## src/rtl/fft_frame_reader.sv

```systemverilog
// Accepts one FFT frame sample per cycle, rounds and saturates it to the output width,
// and tracks the frame's L1 peak. Samples are queued for downstream in a first-word-fall-through FIFO.
module fft_frame_reader #(
    parameter int SIZE_BUFFER   = 8,
    parameter int SIZE_DATA_IN  = 22,
    parameter int SIZE_DATA_OUT = 16,
    parameter int FIFO_LOG2     = 4
) (
    input  logic                            i_clk,
    input  logic                            i_reset_n,
    input  logic                            i_complete,
    input  logic signed [SIZE_DATA_IN-1:0]  i_data_in_i,
    input  logic signed [SIZE_DATA_IN-1:0]  i_data_in_q,
    output logic                            o_flag_ready_recive,
    output logic                            o_valid,
    input  logic                            i_ready,
    output logic signed [SIZE_DATA_OUT-1:0] o_data_i,
    output logic signed [SIZE_DATA_OUT-1:0] o_data_q,
    output logic [SIZE_BUFFER-1:0]          o_bin,
    output logic                            o_last,
    output logic                            o_peak_valid,
    output logic [SIZE_BUFFER-1:0]          o_peak_bin,
    output logic [SIZE_DATA_OUT:0]          o_peak_mag,
    output logic                            o_err_drop
);

    localparam int SHIFT   = SIZE_DATA_IN - SIZE_DATA_OUT;
    localparam int DEPTH   = 1 << FIFO_LOG2;
    localparam int CNT_W   = FIFO_LOG2 + 1;
    localparam int MAG_W   = SIZE_DATA_OUT + 1;
    localparam int ENTRY_W = 2 * SIZE_DATA_OUT + SIZE_BUFFER + 1;

    localparam logic signed [SIZE_DATA_IN:0] ROUND_K = (SIZE_DATA_IN + 1)'(1) << (SHIFT - 1);
    localparam logic [CNT_W-1:0]             READY_MAX = CNT_W'(DEPTH - 2);

    typedef enum logic {
        S_IDLE,
        S_RECV
    } state_t;

    // Round half up, then clamp only the positive side; the most negative input
    // still lands inside the output range after the shift.
    function automatic logic signed [SIZE_DATA_OUT-1:0] scale_sat(
        input logic signed [SIZE_DATA_IN-1:0] x
    );
        logic signed [SIZE_DATA_IN:0] sum;
        logic signed [SIZE_DATA_IN:0] shr;
        sum = $signed({x[SIZE_DATA_IN-1], x}) + ROUND_K;
        shr = sum >>> SHIFT;
        if (!shr[SIZE_DATA_IN] && (|shr[SIZE_DATA_IN-1:SIZE_DATA_OUT-1]))
            scale_sat = {1'b0, {(SIZE_DATA_OUT-1){1'b1}}};
        else
            scale_sat = shr[SIZE_DATA_OUT-1:0];
    endfunction

    function automatic logic [MAG_W-1:0] l1_mag(
        input logic signed [SIZE_DATA_OUT-1:0] a,
        input logic signed [SIZE_DATA_OUT-1:0] b
    );
        logic [SIZE_DATA_OUT-1:0] abs_a;
        logic [SIZE_DATA_OUT-1:0] abs_b;
        abs_a  = a[SIZE_DATA_OUT-1] ? $unsigned(-a) : $unsigned(a);
        abs_b  = b[SIZE_DATA_OUT-1] ? $unsigned(-b) : $unsigned(b);
        l1_mag = {1'b0, abs_a} + {1'b0, abs_b};
    endfunction

    state_t                     state_q, state_d;
    logic [SIZE_BUFFER-1:0]     bin_q, bin_d;
    logic [FIFO_LOG2-1:0]       wr_ptr_q, wr_ptr_d;
    logic [FIFO_LOG2-1:0]       rd_ptr_q, rd_ptr_d;
    logic [CNT_W-1:0]           count_q, count_d;
    logic [MAG_W-1:0]           run_mag_q, run_mag_d;
    logic [SIZE_BUFFER-1:0]     run_bin_q, run_bin_d;
    logic [MAG_W-1:0]           peak_mag_q, peak_mag_d;
    logic [SIZE_BUFFER-1:0]     peak_bin_q, peak_bin_d;
    logic                       peak_vld_q, peak_vld_d;
    logic                       err_q, err_d;
    logic [ENTRY_W-1:0]         mem_q [DEPTH];

    logic signed [SIZE_DATA_OUT-1:0] scaled_i;
    logic signed [SIZE_DATA_OUT-1:0] scaled_q;
    logic [MAG_W-1:0]                mag;
    logic                            ready;
    logic                            accept;
    logic                            drop;
    logic                            pop;
    logic                            not_empty;
    logic                            is_last;
    logic                            restart;
    logic [MAG_W-1:0]                cand_mag;
    logic [SIZE_BUFFER-1:0]          cand_bin;
    logic [ENTRY_W-1:0]              entry_in;
    logic [ENTRY_W-1:0]              head;

    // Input stage: scale, magnitude and handshake decode
    assign scaled_i  = scale_sat(i_data_in_i);
    assign scaled_q  = scale_sat(i_data_in_q);
    assign mag       = l1_mag(scaled_i, scaled_q);
    assign ready     = (count_q <= READY_MAX);
    assign not_empty = (count_q != '0);
    assign accept    = i_complete && ready;
    assign drop      = i_complete && !ready;
    assign pop       = not_empty && i_ready;
    assign is_last   = &bin_q;
    assign restart   = accept && (state_q == S_IDLE);
    assign entry_in  = {scaled_i, scaled_q, bin_q, is_last};

    always_comb begin
        state_d = state_q;
        case (state_q)
            S_IDLE:  if (accept && !is_last) state_d = S_RECV;
            S_RECV:  if (accept && is_last)  state_d = S_IDLE;
            default: state_d = S_IDLE;
        endcase
    end

    // Strictly-greater update keeps the earliest bin on ties
    always_comb begin
        cand_mag = run_mag_q;
        cand_bin = run_bin_q;
        if (restart || (mag > run_mag_q)) begin
            cand_mag = mag;
            cand_bin = bin_q;
        end
    end

    always_comb begin
        bin_d      = bin_q;
        wr_ptr_d   = wr_ptr_q;
        rd_ptr_d   = rd_ptr_q;
        count_d    = count_q;
        run_mag_d  = run_mag_q;
        run_bin_d  = run_bin_q;
        peak_mag_d = peak_mag_q;
        peak_bin_d = peak_bin_q;
        peak_vld_d = 1'b0;
        err_d      = err_q | drop;

        if (accept) begin
            bin_d     = bin_q + SIZE_BUFFER'(1);
            wr_ptr_d  = wr_ptr_q + FIFO_LOG2'(1);
            run_mag_d = cand_mag;
            run_bin_d = cand_bin;
            if (is_last) begin
                peak_mag_d = cand_mag;
                peak_bin_d = cand_bin;
                peak_vld_d = 1'b1;
            end
        end

        if (pop)
            rd_ptr_d = rd_ptr_q + FIFO_LOG2'(1);

        case ({accept, pop})
            2'b10:   count_d = count_q + CNT_W'(1);
            2'b01:   count_d = count_q - CNT_W'(1);
            default: count_d = count_q;
        endcase
    end

    // Register stage: control, pointers and peak results
    always_ff @(posedge i_clk or negedge i_reset_n) begin
        if (!i_reset_n) begin
            state_q    <= S_IDLE;
            bin_q      <= '0;
            wr_ptr_q   <= '0;
            rd_ptr_q   <= '0;
            count_q    <= '0;
            run_mag_q  <= '0;
            run_bin_q  <= '0;
            peak_mag_q <= '0;
            peak_bin_q <= '0;
            peak_vld_q <= 1'b0;
            err_q      <= 1'b0;
        end else begin
            state_q    <= state_d;
            bin_q      <= bin_d;
            wr_ptr_q   <= wr_ptr_d;
            rd_ptr_q   <= rd_ptr_d;
            count_q    <= count_d;
            run_mag_q  <= run_mag_d;
            run_bin_q  <= run_bin_d;
            peak_mag_q <= peak_mag_d;
            peak_bin_q <= peak_bin_d;
            peak_vld_q <= peak_vld_d;
            err_q      <= err_d;
        end
    end

    always_ff @(posedge i_clk) begin
        if (accept)
            mem_q[wr_ptr_q] <= entry_in;
    end

    // Output stage: head of FIFO, forced to zero whenever nothing is queued
    assign head = mem_q[rd_ptr_q];

    assign o_flag_ready_recive = ready;
    assign o_valid      = not_empty;
    assign o_data_i     = not_empty ? head[ENTRY_W-1 -: SIZE_DATA_OUT] : '0;
    assign o_data_q     = not_empty ? head[SIZE_BUFFER+1 +: SIZE_DATA_OUT] : '0;
    assign o_bin        = not_empty ? head[1 +: SIZE_BUFFER] : '0;
    assign o_last       = not_empty && head[0];
    assign o_peak_valid = peak_vld_q;
    assign o_peak_bin   = peak_bin_q;
    assign o_peak_mag   = peak_mag_q;
    assign o_err_drop   = err_q;

endmodule

```

## config.mk

```make
export PLATFORM = sky130hd
export DESIGN_NAME = fft_frame_reader
export DESIGN_NICKNAME = d
export VERILOG_FILES = /design/src/rtl/fft_frame_reader.sv
export SDC_FILE = /design/constraint.sdc
export NUM_CORES = 1
export LEC_CHECK = 0
export BUFFER_PORTS_ARGS = -buffer_cell sky130_fd_sc_hd__buf_2
export CAP_MARGIN = 10
export CORE_ASPECT_RATIO = 0.7
export CORE_MARGIN = 8
export CORE_UTILIZATION = 45
export CTS_BUF_LIST = sky130_fd_sc_hd__clkbuf_16
export DETAILED_ROUTE_END_ITERATION = 10
export PLACE_DENSITY = 0.69
export REMOVE_ABC_BUFFERS = 1
export SKIP_LAST_GASP = 1
export SYNTH_ARGS = -nofsm -noshare
export SYNTH_HDL_FRONTEND = slang
export SYNTH_SLANG_ARGS = --single-unit
```

## constraint.sdc

```tcl
create_clock -name i_clk -period 3.3 [get_ports i_clk]
set_input_delay 0.33 -clock i_clk [delete_from_list [all_inputs] [get_ports i_clk]]
set_output_delay 0.33 -clock i_clk [all_outputs]
set_load 0.01 [all_outputs]
```

==> key figures <==
Yosys
  – Yosys Warn Count: 0
  – Yosys top cell by area: edfxtp_1
  – Synth cell types: 67
  – Yosys reg bits: 730
  – Share of the synthesized area in the top cell type: 63.20%
  – Sequential-to-total area share from yosys stat: 69.14%
  – Mean Syn Cell Area: 18.29 sq um
  – Syn Inst Count: 1704
  – Primary FF master, synth: edfxtp_1
  – Most frequent cell after synthesis: edfxtp_1
  – Most frequent cells after synthesis: edfxtp_1 (656), mux4_2 (205), nand2_1 (86)
  – Post-Syn Area: 31170 sq um
  – Post-synth EDFFs: 656
  – Synth top area cells: edfxtp_1 (63%), mux4_2 (15%), dfrtp_1 (5.9%)
  – Fraction of registers with async set/reset: 10.14%

Clock tree
  – CTS tree: built
  – Clock Latency Late Sink: 0.61 ns
  – H-tree Lvls: 3
  – Longest Clk Path Bufs: 3
  – Clock buffer count from CTS: 71
  – Root buf cell: clkbuf_16
  – CTS Sinks: 730
  – Worst-path clk slew: 0.06 ns

Critical path
  – R2R Path Start: run_mag_q[7]$_DFFE_PN0P_
  – Crit path max-delay family: compound AO/OA/AOI/OAI gates
  – Worst r2r path cells: 10
  – Critical path class: input pin to flop
  – WP buf/inv: 6
  – R2R setup slack: 0.46 ns
  – Worst EP required: 3.79 ns
  – Critical path's slowest cell: or3_4
  – Reg2reg end: run_mag_q[7]$_DFFE_PN0P_
  – CP peak stage delay: 0.41 ns
  – Most Frequent Cell on Critical Path: ha_4
  – Worst Setup Start Kind: input pin
  – Crit end category: flop
  – Maximum fanout along the worst path: 12
  – Worst EP arrival: 6.07 ns

Timing
  – RSZ-0062 raised after global routing: true
  – Clk_skew: 0.02400 ns
  – Setup ws final: -2.279 ns
  – Tmin final: 5.579 ns
  – Slew headroom: 35.29%
  – Endpoints failing hold: 0
  – Worst slew pin tran: 0.9706 ns
  – Final Setup Violations: 50
  – Slew Viols, Final: 0
  – F_max: 179.2 MHz
  – Crit share post-route: 169.1%

GRT
  – Pin count of the biggest net entering global routing: 75
  – Initial antenna violation count: 6
  – Gr usage total: 20.34%
  – GRT overflow: 0
  – Vias in the first global route: 18270
  – First-pass GRT wire length: 118700 microns

Power
  – Leakage: 13.68 nW
  – Maximum vdd drop: 0.0006165 V
  – Pwr dens: 824.9 nW/um^2

Floorplan
  – # rows: 80
  – Die Ht: 236.2 microns
  – Core ar.: 68370 sq um
  – Ports: 118
  – Initial Utilization: 45.59%
  – Die area: 78070 sq um
  – Die width: 330.6 microns

Final layout
  – Ratio of cells with drive above 1 in the final layout: 38.26%
  – Seq. cell area: 21560 sq um
  – Layout Cells excl Fill: 3084
  – Area of the multi-input gates: 9452 sq um
  – Filler cells: 5139
  – Syn-to-layout area delta: 22.50%
  – Total Nets Final: 2223

Flow run
  – Max Cap Viol: 0

Run status
  – Failing checks: setup timing
  – Status: finished, violations left

Drt
  – Drt wl/cell: 26.15 microns
  – Routed WL: 80650 microns
  – Drt first-iter violations: 2081
  – Routed Antenna Nets: 0
  – DRT Pass-1 Iters: 5
  – DR vias/cell: 5.860
  – DRC viols: 0
  – Via count: 18070

Placed design
  – Final HPWL DP: 48100 microns
  – # placed instances: 2913
  – GP Congestion: 0.8707
  – Number of port buffers: 107
  – Dpl ws: -3.222 ns

Hold path
  – HP Class: input pin to flop
  – Hold depth: 3
  – WHS Endpoint: rd_ptr_q[0]$_DFFE_PN0P_
  – Hold Startpoint: i_ready
## layer usage
layer / global-route usage, % / routed length, microns / vias to the layer above
met5: 0 / 13 / -
met4: 4.563 / 1542 / 2
met3: 3.912 / 6274 / 121
met2: 32.62 / 38720 / 799
met1: 28.86 / 34090 / 9422
li1: - / - / 7728
## area by class of cell
| class | count | share of cell area, % |
|---|---|---|
| multi-input combinational | 853 | 24.76 |
| antenna | 2 | 0.01311 |
| sequential | 730 | 56.48 |
| timing repair buffer | 428 | 9.170 |
| inverter | 42 | 0.4129 |
| clock buffer | 73 | 4.785 |
| clock inverter | 54 | 1.429 |
| tap | 902 | 2.956 |
## tightest hold or removal path: stages
cell	delay (ns)
buf_2	0.10
nor2b_1	0.21
xor2_1	0.15
## worst max path at each step
stage	startpoint	to	slack, ns	cells after the start
after floorplan	rd_ptr_q[0]$_DFFE_PN0P_	o_bin[0]	-4.64	3
after global placement	i_data_in_i[5]	o_peak_mag[15]$_DFFE_PN0P_	-2.98	26
after detailed placement	i_data_in_i[5]	o_peak_mag[13]$_DFFE_PN0P_	-3.22	26
after CTS	i_data_in_i[6]	o_peak_mag[13]$_DFFE_PN0P_	-1.97	29
after global routing	i_data_in_i[6]	o_peak_mag[13]$_DFFE_PN0P_	-2.45	33
final	i_data_in_i[6]	run_bin_q[1]$_DFFE_PN0P_	-2.28	28
## state kept, by name, summed over array words and instances (netlist names), named ones only
name,flops
rd_ptr_q,4
count_q,5
bin_q,8
wr_ptr_q,4
run_bin_q,8
run_mag_q,17
o_peak_mag,17
mem_q,656
o_err_drop,1
o_peak_valid,1
o_peak_bin,8
## cell families after synthesis
logic type	synth area share (%)
adders and majority gates	2.015
buffers and inverters	1.534
DFF	69.14
xor gates and xnor gates	2.108
AOI/OAI and AO/OA	3.312
muxes	16.62
and+or+nand+nor	5.263
## power breakdown
| group | internal [W] | total [W] | leakage [nW] | switching [W] |
|---|---|---|---|---|
| logic | 0.00599 | 0.0116 | 5.61 | 0.00556 |
| clock network | 0.00483 | 0.00831 | 1.20 | 0.00347 |
| registers | 0.0110 | 0.0116 | 6.88 | 0.000599 |
| total | 0.0219 | 0.0315 | 13.7 | 0.00963 |
## timing repair
item                                   in CTS  in global routing
setup endpoints to repair                  90                 68
pin swaps                                  33                 21
hold buffers                                2                  0
buffers inserted                           27                  7
cloned                                      6                  2
endpoints found under the hold margin      75                  0
gates resized for setup                    77                 22
## cells in the final DEF (no fill, tap or decap), types with 11 or more instances in the layout
cell,netlist,layout
edfxtp_1,656,656
buf_4,0,276
mux4_2,205,205
buf_2,13,104
nand2_1,86,83
clkbuf_16,0,75
dfrtp_1,74,70
inv_1,41,47
nor2b_1,43,43
ha_1,47,42
xnor2_1,41,40
nor2_1,44,40
xor2_1,34,34
a21oi_1,31,28
nand3_1,28,27
mux2i_1,26,26
o21ai_0,47,25
o21ai_1,4,24
mux2_2,26,23
buf_12,0,22
clkinv_2,0,18
and3_1,15,15
nand4_1,13,13
nor3_1,13,12
and2_2,0,12
buf_6,0,12
a21o_1,11,11
## metrics by stage
step	total power, W	hold WS, ns	util [%]	cell area [sq um]	setup TNS (ns)
2_1_floorplan	0.01786	0.03441	-	30850	-367.62
3_3_place_gp	0.02175	0.4376	51.09	34930	-143.87
3_5_place_dp	0.02199	0.4482	51.09	34930	-150.48
4_1_cts	0.03145	0.1993	55.59	38000	-94.74
5_1_grt	0.03282	0.2257	55.84	38170	-119.48
6_report	0.03149	0.2310	55.85	38180	-110.70
Note: power is estimated with default switching activity, not from simulation.
